$ cat src/rtl/uart_host_pkg.sv
// Shared types and constants for the host-side UART pin sequencer and the tapeout wrapper.
package uart_host_pkg;

  localparam int unsigned DATA_W = 8;
  localparam int unsigned RATE_W = 2;

  typedef enum logic [1:0] {
    OP_WRITE    = 2'd0,
    OP_READ     = 2'd1,
    OP_CLEAR    = 2'd2,
    OP_SET_RATE = 2'd3
  } op_t;

  typedef enum logic [1:0] {
    RW_IDLE    = 2'd0,
    RW_TO_TX   = 2'd1,
    RW_FROM_RX = 2'd2,
    RW_CLEAR   = 2'd3
  } ren_wen_t;

  localparam logic [RATE_W-1:0] RATE_DEFAULT = 2'd0;
  localparam logic [RATE_W-1:0] RATE_9600    = 2'd1;
  localparam logic [RATE_W-1:0] RATE_50000   = 2'd2;
  localparam logic [RATE_W-1:0] RATE_115200  = 2'd3;

  // Pulse code the wrapper expects for each pin-level command; SET_RATE never pulses.
  function automatic ren_wen_t op_to_ren_wen(input op_t op);
    ren_wen_t rw;
    case (op)
      OP_WRITE: rw = RW_TO_TX;
      OP_READ:  rw = RW_FROM_RX;
      OP_CLEAR: rw = RW_CLEAR;
      default:  rw = RW_IDLE;
    endcase
    return rw;
  endfunction

endpackage

$ cat src/rtl/uart_pin_sequencer_if.sv
// Command and response handshake channels between a host and the UART pin sequencer.
interface uart_pin_sequencer_if;
  import uart_host_pkg::*;

  logic              cmd_valid;
  logic              cmd_ready;
  op_t               cmd_op;
  logic [DATA_W-1:0] cmd_data;

  logic              rsp_valid;
  logic              rsp_ready;
  logic [DATA_W-1:0] rsp_data;

  modport master (
    output cmd_valid, cmd_op, cmd_data, rsp_ready,
    input  cmd_ready, rsp_valid, rsp_data
  );

  modport slave (
    input  cmd_valid, cmd_op, cmd_data, rsp_ready,
    output cmd_ready, rsp_valid, rsp_data
  );

endinterface

$ cat src/rtl/uart_pin_sequencer.sv
// Drives the tapeout UART wrapper pins: one-shot ren_wen pulse, IDLE gap, READ byte capture.
module uart_pin_sequencer
  import uart_host_pkg::*;
#(
  parameter int unsigned        GAP_CYCLES = 1,
  parameter logic [RATE_W-1:0]  RATE_RESET = RATE_DEFAULT
) (
  input  logic                 clk,
  input  logic                 reset,
  uart_pin_sequencer_if.slave  host,
  output logic [3:0]           control,
  output logic [DATA_W-1:0]    tx_data,
  input  logic [DATA_W-1:0]    rx_data,
  output logic                 busy
);

  localparam int unsigned CNT_W = (GAP_CYCLES > 1) ? $clog2(GAP_CYCLES) : 1;

  if (GAP_CYCLES < 1) begin : g_bad_gap
    $error("uart_pin_sequencer: GAP_CYCLES must be at least 1");
  end

  typedef enum logic [1:0] {
    S_IDLE  = 2'd0,
    S_PULSE = 2'd1,
    S_GAP   = 2'd2
  } state_t;

  state_t              state, state_n;
  ren_wen_t            ren_wen, ren_wen_n;
  logic [RATE_W-1:0]   rate, rate_n;
  logic [DATA_W-1:0]   tx_data_n;
  logic [CNT_W-1:0]    gap_cnt, gap_cnt_n;
  logic                read_pend, read_pend_n;
  logic                rsp_valid_q, rsp_valid_n;
  logic [DATA_W-1:0]   rsp_data_q, rsp_data_n;
  logic                cmd_ready_q, cmd_ready_n;
  logic                busy_n;
  logic                accept;

  assign control        = {ren_wen, rate};
  assign host.cmd_ready = cmd_ready_q;
  assign host.rsp_valid = rsp_valid_q;
  assign host.rsp_data  = rsp_data_q;

  // State and output registers; reset wins over every other update.
  always_ff @(posedge clk) begin
    if (reset) begin
      state       <= S_IDLE;
      ren_wen     <= RW_IDLE;
      rate        <= RATE_RESET;
      tx_data     <= '0;
      gap_cnt     <= '0;
      read_pend   <= 1'b0;
      rsp_valid_q <= 1'b0;
      rsp_data_q  <= '0;
      cmd_ready_q <= 1'b1;
      busy        <= 1'b0;
    end else begin
      state       <= state_n;
      ren_wen     <= ren_wen_n;
      rate        <= rate_n;
      tx_data     <= tx_data_n;
      gap_cnt     <= gap_cnt_n;
      read_pend   <= read_pend_n;
      rsp_valid_q <= rsp_valid_n;
      rsp_data_q  <= rsp_data_n;
      cmd_ready_q <= cmd_ready_n;
      busy        <= busy_n;
    end
  end

  // Next-state and next-output logic.
  always_comb begin
    state_n     = state;
    ren_wen_n   = ren_wen;
    rate_n      = rate;
    tx_data_n   = tx_data;
    gap_cnt_n   = gap_cnt;
    read_pend_n = read_pend;
    rsp_valid_n = rsp_valid_q;
    rsp_data_n  = rsp_data_q;
    accept      = host.cmd_valid && cmd_ready_q;

    if (rsp_valid_q && host.rsp_ready) begin
      rsp_valid_n = 1'b0;
    end

    case (state)
      S_IDLE: begin
        if (accept) begin
          if (host.cmd_op == OP_SET_RATE) begin
            rate_n = host.cmd_data[RATE_W-1:0];
          end else begin
            ren_wen_n = op_to_ren_wen(host.cmd_op);
            state_n   = S_PULSE;
            if (host.cmd_op == OP_WRITE) begin
              tx_data_n = host.cmd_data;
            end
          end
        end
      end
      S_PULSE: begin
        read_pend_n = (ren_wen == RW_FROM_RX);
        ren_wen_n   = RW_IDLE;
        gap_cnt_n   = CNT_W'(GAP_CYCLES - 1);
        state_n     = S_GAP;
      end
      S_GAP: begin
        // The wrapper presents the Rx byte only during the first gap cycle.
        if (read_pend) begin
          rsp_data_n  = rx_data;
          rsp_valid_n = 1'b1;
          read_pend_n = 1'b0;
        end
        if (gap_cnt == '0) begin
          state_n = S_IDLE;
        end else begin
          gap_cnt_n = gap_cnt - CNT_W'(1);
        end
      end
      default: begin
        state_n   = S_IDLE;
        ren_wen_n = RW_IDLE;
      end
    endcase

    cmd_ready_n = (state_n == S_IDLE) && !rsp_valid_n;
    busy_n      = (state_n != S_IDLE);
  end

endmodule

$ cat src/flat_wrapper.sv
// flat-port wrapper written by rule: the top's interface ports become plain ports
module uart_pin_sequencer_flat import uart_host_pkg::*;
#(
  parameter int unsigned        GAP_CYCLES = 1,
  parameter logic [RATE_W-1:0]  RATE_RESET = RATE_DEFAULT
)
  (clk, reset, control, tx_data, rx_data, busy, host_cmd_valid, host_cmd_op, host_cmd_data, host_rsp_ready, host_cmd_ready, host_rsp_valid, host_rsp_data);
  uart_pin_sequencer_if host_i ();
  input  logic clk;
  input  logic reset;
  output logic [3:0] control;
  output logic [DATA_W-1:0] tx_data;
  input  logic [DATA_W-1:0] rx_data;
  output logic busy;
  input wire logic [$bits(host_i.cmd_valid)-1:0] host_cmd_valid;
  input wire logic [$bits(host_i.cmd_op)-1:0] host_cmd_op;
  input wire logic [$bits(host_i.cmd_data)-1:0] host_cmd_data;
  input wire logic [$bits(host_i.rsp_ready)-1:0] host_rsp_ready;
  output wire logic [$bits(host_i.cmd_ready)-1:0] host_cmd_ready;
  output wire logic [$bits(host_i.rsp_valid)-1:0] host_rsp_valid;
  output wire logic [$bits(host_i.rsp_data)-1:0] host_rsp_data;
  assign host_i.cmd_valid = host_cmd_valid;
  assign host_i.cmd_op = host_cmd_op;
  assign host_i.cmd_data = host_cmd_data;
  assign host_i.rsp_ready = host_rsp_ready;
  assign host_cmd_ready = host_i.cmd_ready;
  assign host_rsp_valid = host_i.rsp_valid;
  assign host_rsp_data = host_i.rsp_data;
  uart_pin_sequencer #(.GAP_CYCLES(GAP_CYCLES), .RATE_RESET(RATE_RESET)) u_core (.clk(clk), .reset(reset), .host(host_i), .control(control), .tx_data(tx_data), .rx_data(rx_data), .busy(busy));
endmodule
$ cat config.mk
export PLATFORM = sky130hd
export DESIGN_NAME = uart_pin_sequencer_flat
export DESIGN_NICKNAME = d
export VERILOG_FILES = /design/src/rtl/uart_host_pkg.sv /design/src/rtl/uart_pin_sequencer_if.sv /design/src/rtl/uart_pin_sequencer.sv /design/src/flat_wrapper.sv
export SDC_FILE = /design/constraint.sdc
export NUM_CORES = 1
export LEC_CHECK = 0
export ABC_AREA = 1
export CAP_MARGIN = 20
export CORE_MARGIN = 1
export CORE_UTILIZATION = 42
export CTS_BUF_LIST = sky130_fd_sc_hd__clkbuf_16
export CTS_CLUSTER_DIAMETER = 60
export DETAILED_ROUTE_END_ITERATION = 16
export HOLD_SLACK_MARGIN = 0.05
export PLACE_DENSITY_LB_ADDON = 0.3
export SETUP_SLACK_MARGIN = 0.15
export SLEW_MARGIN = 0
export SYNTH_ARGS = -nofsm -noshare
export SYNTH_HDL_FRONTEND = slang
export SYNTH_SLANG_ARGS = --single-unit
$ cat constraint.sdc
create_clock -name clk -period 1.6 [get_ports clk]
set_input_delay 0.24 -clock clk [delete_from_list [all_inputs] [get_ports clk]]
set_output_delay 0.24 -clock clk [all_outputs]
set_load 0.03 [all_outputs]
==> impl_metrics.yaml <==
run_status:
  status: "complete, no violations"
floorplan:
  io_pins: 45
  chipHeight_um: 54.4
  die-area_um2: 2960
  rows: 18
  core_um2: 2540
  die_w_um: 54.4
  initial_core_util_pct: 45.3
placed_design:
  dp_slack_ps: 24.3
  place_hpwl_um: 2080
  place_area_um2: 1630
  dp.cells: 218
  place_congestion: 0.789
  portBuffers: 44
grt:
  grt_overflow_total: 0
  grt_pass1_wl_um: 4210
  antenna_found_initial: 0
  track_usage_pct: 20.0
  grt_pass1_vias: 1025
  grt_max_degree: 19
worst_setup_path:
  worst_path_largest_cell_delay_ps: 370
  crit_arrival_ps: 1500
  end_kind: "flop"
  worstSetupPathType: "flop to flop"
  r2r_slack_ps: 250
  crit_path_max_fanout: 10
  required_ps: 1750
  start_kind: "flop"
  rr_worst_depth: 6
  cp_slowest_cell: "dfxtp_1"
  crit_chain: "inv_1 > ha_1 > nand2_2 > inv_1 > nor2_1 > nor2_1"
  reg2reg_from: "u_core.state[0]"
  reg2reg_to: "u_core.host.rsp_data[5]"
hold_path:
  hp-start: "u_core.tx_data[5]"
  worstHoldPathType: "flop to flop"
  whs_path_depth: 2
  min_to: "u_core.tx_data[5]"
sta:
  min_period_ps: 1350
  max_slew_margin_pct: 78.0
  setup_viol: 0
  finalCritPeriodShare_pct: 84.3
  fmax_ghz: 0.742
  worstMarginPinSlew_ps: 331
  rsz0062_at_grt: "no"
  timing.setup.tns_ps: 0
  worst_slack_ps: 251
  clock_skew_ps: 2.26
  maxSlewViolCount: 0
  final_hold_viol_count: 0
  hold_ws_ps: 482
finish:
  area_delta_synth_final_pct: 49.8
  drive_above_1_share_pct: 16.1
  final_util_pct: 67.8
  fin_area_um2: 1730
  layoutNonFillerInstCount: 223
  fin_nets: 223
  diodes: 0
power_and_ir_drop:
  peakVddDrop_mv: 0.670
  p_leak_nw: 0.851
  p_per_area_nw_per_um2: 1070
  power_mw: 1.84
clocking:
  clock_latency_ps: 250
  clock_sinks: 26
  cts-root-buf: "clkbuf_16"
  htreeDepth: 1
  cts_buffers: 3
  cts_buffer_depth: 2
  clkSlewWorstSetupHoldPaths_ps: 60
  cts_tree: "yes"
route:
  final_antenna_net_count: 0
  drt_iter0_drc: 14
  drtPass1Iterations: 4
  vias: 1071
  drc_errors: 0
  wl_per_cell_um: 12.3
  routed_wl_um: 2730
  via_per_inst: 4.80
logic_synthesis:
  yosysWarnings: 0
  synth_area_per_cell_um2: 8.00
  seq_area_frac_synth_pct: 45.2
  synth-seq-cells: 26
  netlist_instances: 144
  syn_nets: 173
  ys_top_cells_by_area: "dfxtp_1 45%, nor2_2 9.2%, nor2_1 8.5%, ha_1 7.6%, nand2_1 6.5%"
  synth_top_area_cell: "dfxtp_1"
  synth_cell_types: 17
  netlist.area_leader.share_pct: 45.2
  syn_area_um2: 1150
flow_run:
  cap_viol_max_count: 0
-- sequential cells by signal, summed over array words and instances (netlist names) --
| signal | count |
|---|---|
| u_core.read_pend | 1 |
| u_core.ren_wen | 2 |
| u_core.host.rsp_valid | 1 |
| u_core.tx_data | 8 |
| u_core.host.cmd_ready | 1 |
| u_core.state | 2 |
| u_core.host.rsp_data | 8 |
| u_core.rate | 2 |
| u_core.busy | 1 |
-- final cells by class --
cell class / count / area (um^2)
fillers: 233 / 818
multi-input cells: 100 / 553
flip-flops and latches: 26 / 520
repair buffers: 48 / 454
clock buffers: 3 / 75.1
inverters: 15 / 56.3
well taps: 30 / 37.5
clock inverters: 1 / 30.0
-- power by group --
group | switching [mW] | internal, mW | leakage [nW] | total, mW
sequential | 0.0278 | 0.696 | 0.212 | 0.724
combinational | 0.236 | 0.169 | 0.588 | 0.406
clock | 0.215 | 0.497 | 0.0511 | 0.712
-- placed cells by master (no fill, tap or decap) --
cell             synthesis  routed
nand2_1                 20      19
ha_1                     7       6
a21oi_1                  2       2
nor2_4                   1       1
o21ai_0                 12      12
nor2_1                  26      26
nor3_1                   3       3
clkdlybuf4s50_1          0      21
clkbuf_16                0       3
ha_2                     0       1
nor2_2                  17      17
nand3b_1                 8       8
nand3_1                  2       2
buf_12                   1       1
nand2_2                  1       2
bufinv_16                0       1
inv_2                    1       1
and2_4                   1       1
inv_1                   14      14
dfxtp_1                 26      26
dlygate4sd2_1            0      23
buf_4                    0       3
-- logic make-up (layout without fill, tap and decap cells) --
logic type               count (synthesis)  in the layout  synth area share [%]
AO/OA/AOI/OAI                           14             14                  6.08
adder cells (fa/ha/maj)                  7              7                  7.60
buffers and inverters                   18             67                  7.27
flip-flops                              26             26                  45.2
AND/OR/NAND/NOR                         79             79                  33.9
-- cell usage after synthesis (all sizes together) --
| library cell | number |
|---|---|
| nor2 | 44 |
| dfxtp | 26 |
| nand2 | 21 |
| inv | 15 |
| o21ai | 12 |
| nand3b | 8 |
| ha | 7 |
| nor3 | 3 |
| a21oi | 2 |
| clkbuf | 2 |
| nand3 | 2 |
| and2 | 1 |
| buf | 1 |
-- worst max-delay path, delay by kind of cell, from the launching register on --
kind	cells	cell delay, ps
simple gates	3	380
flops	1	370
buf+inv	2	260
fa+ha+maj	1	240
-- how the worst max path moves through the flow --
stage | startpoint | end | cells past startpoint
2_1_floorplan | u_core.state[0] | u_core.tx_data[0] | 8
3_3_place_gp | host_cmd_op[0] | u_core.tx_data[6] | 8
3_5_place_dp | host_cmd_op[0] | u_core.tx_data[4] | 9
4_1_cts | u_core.state[0] | u_core.host.rsp_data[5] | 6
5_1_grt | host_cmd_op[1] | u_core.tx_data[4] | 9
6_report | u_core.state[0] | u_core.host.rsp_data[5] | 6
-- routing by layer --
metal  track usage [%]  vias to the layer above  part of all wire (%)
met5                 0                        -                     0
met4              7.26                        0                  0.55
met3              2.22                        2                   4.1
met2              40.2                       19                    59
met1              20.5                      504                    37
li1                  -                      546                     -
-- timing repair --
action	4_1_cts	5_1_grt
resized for setup	23	2
setup buffers	0	1
hold buffers	0	0
pin swaps	2	2
setup endpoints to repair	24	18
No activity file was read; power rests on OpenSTA's default activity.
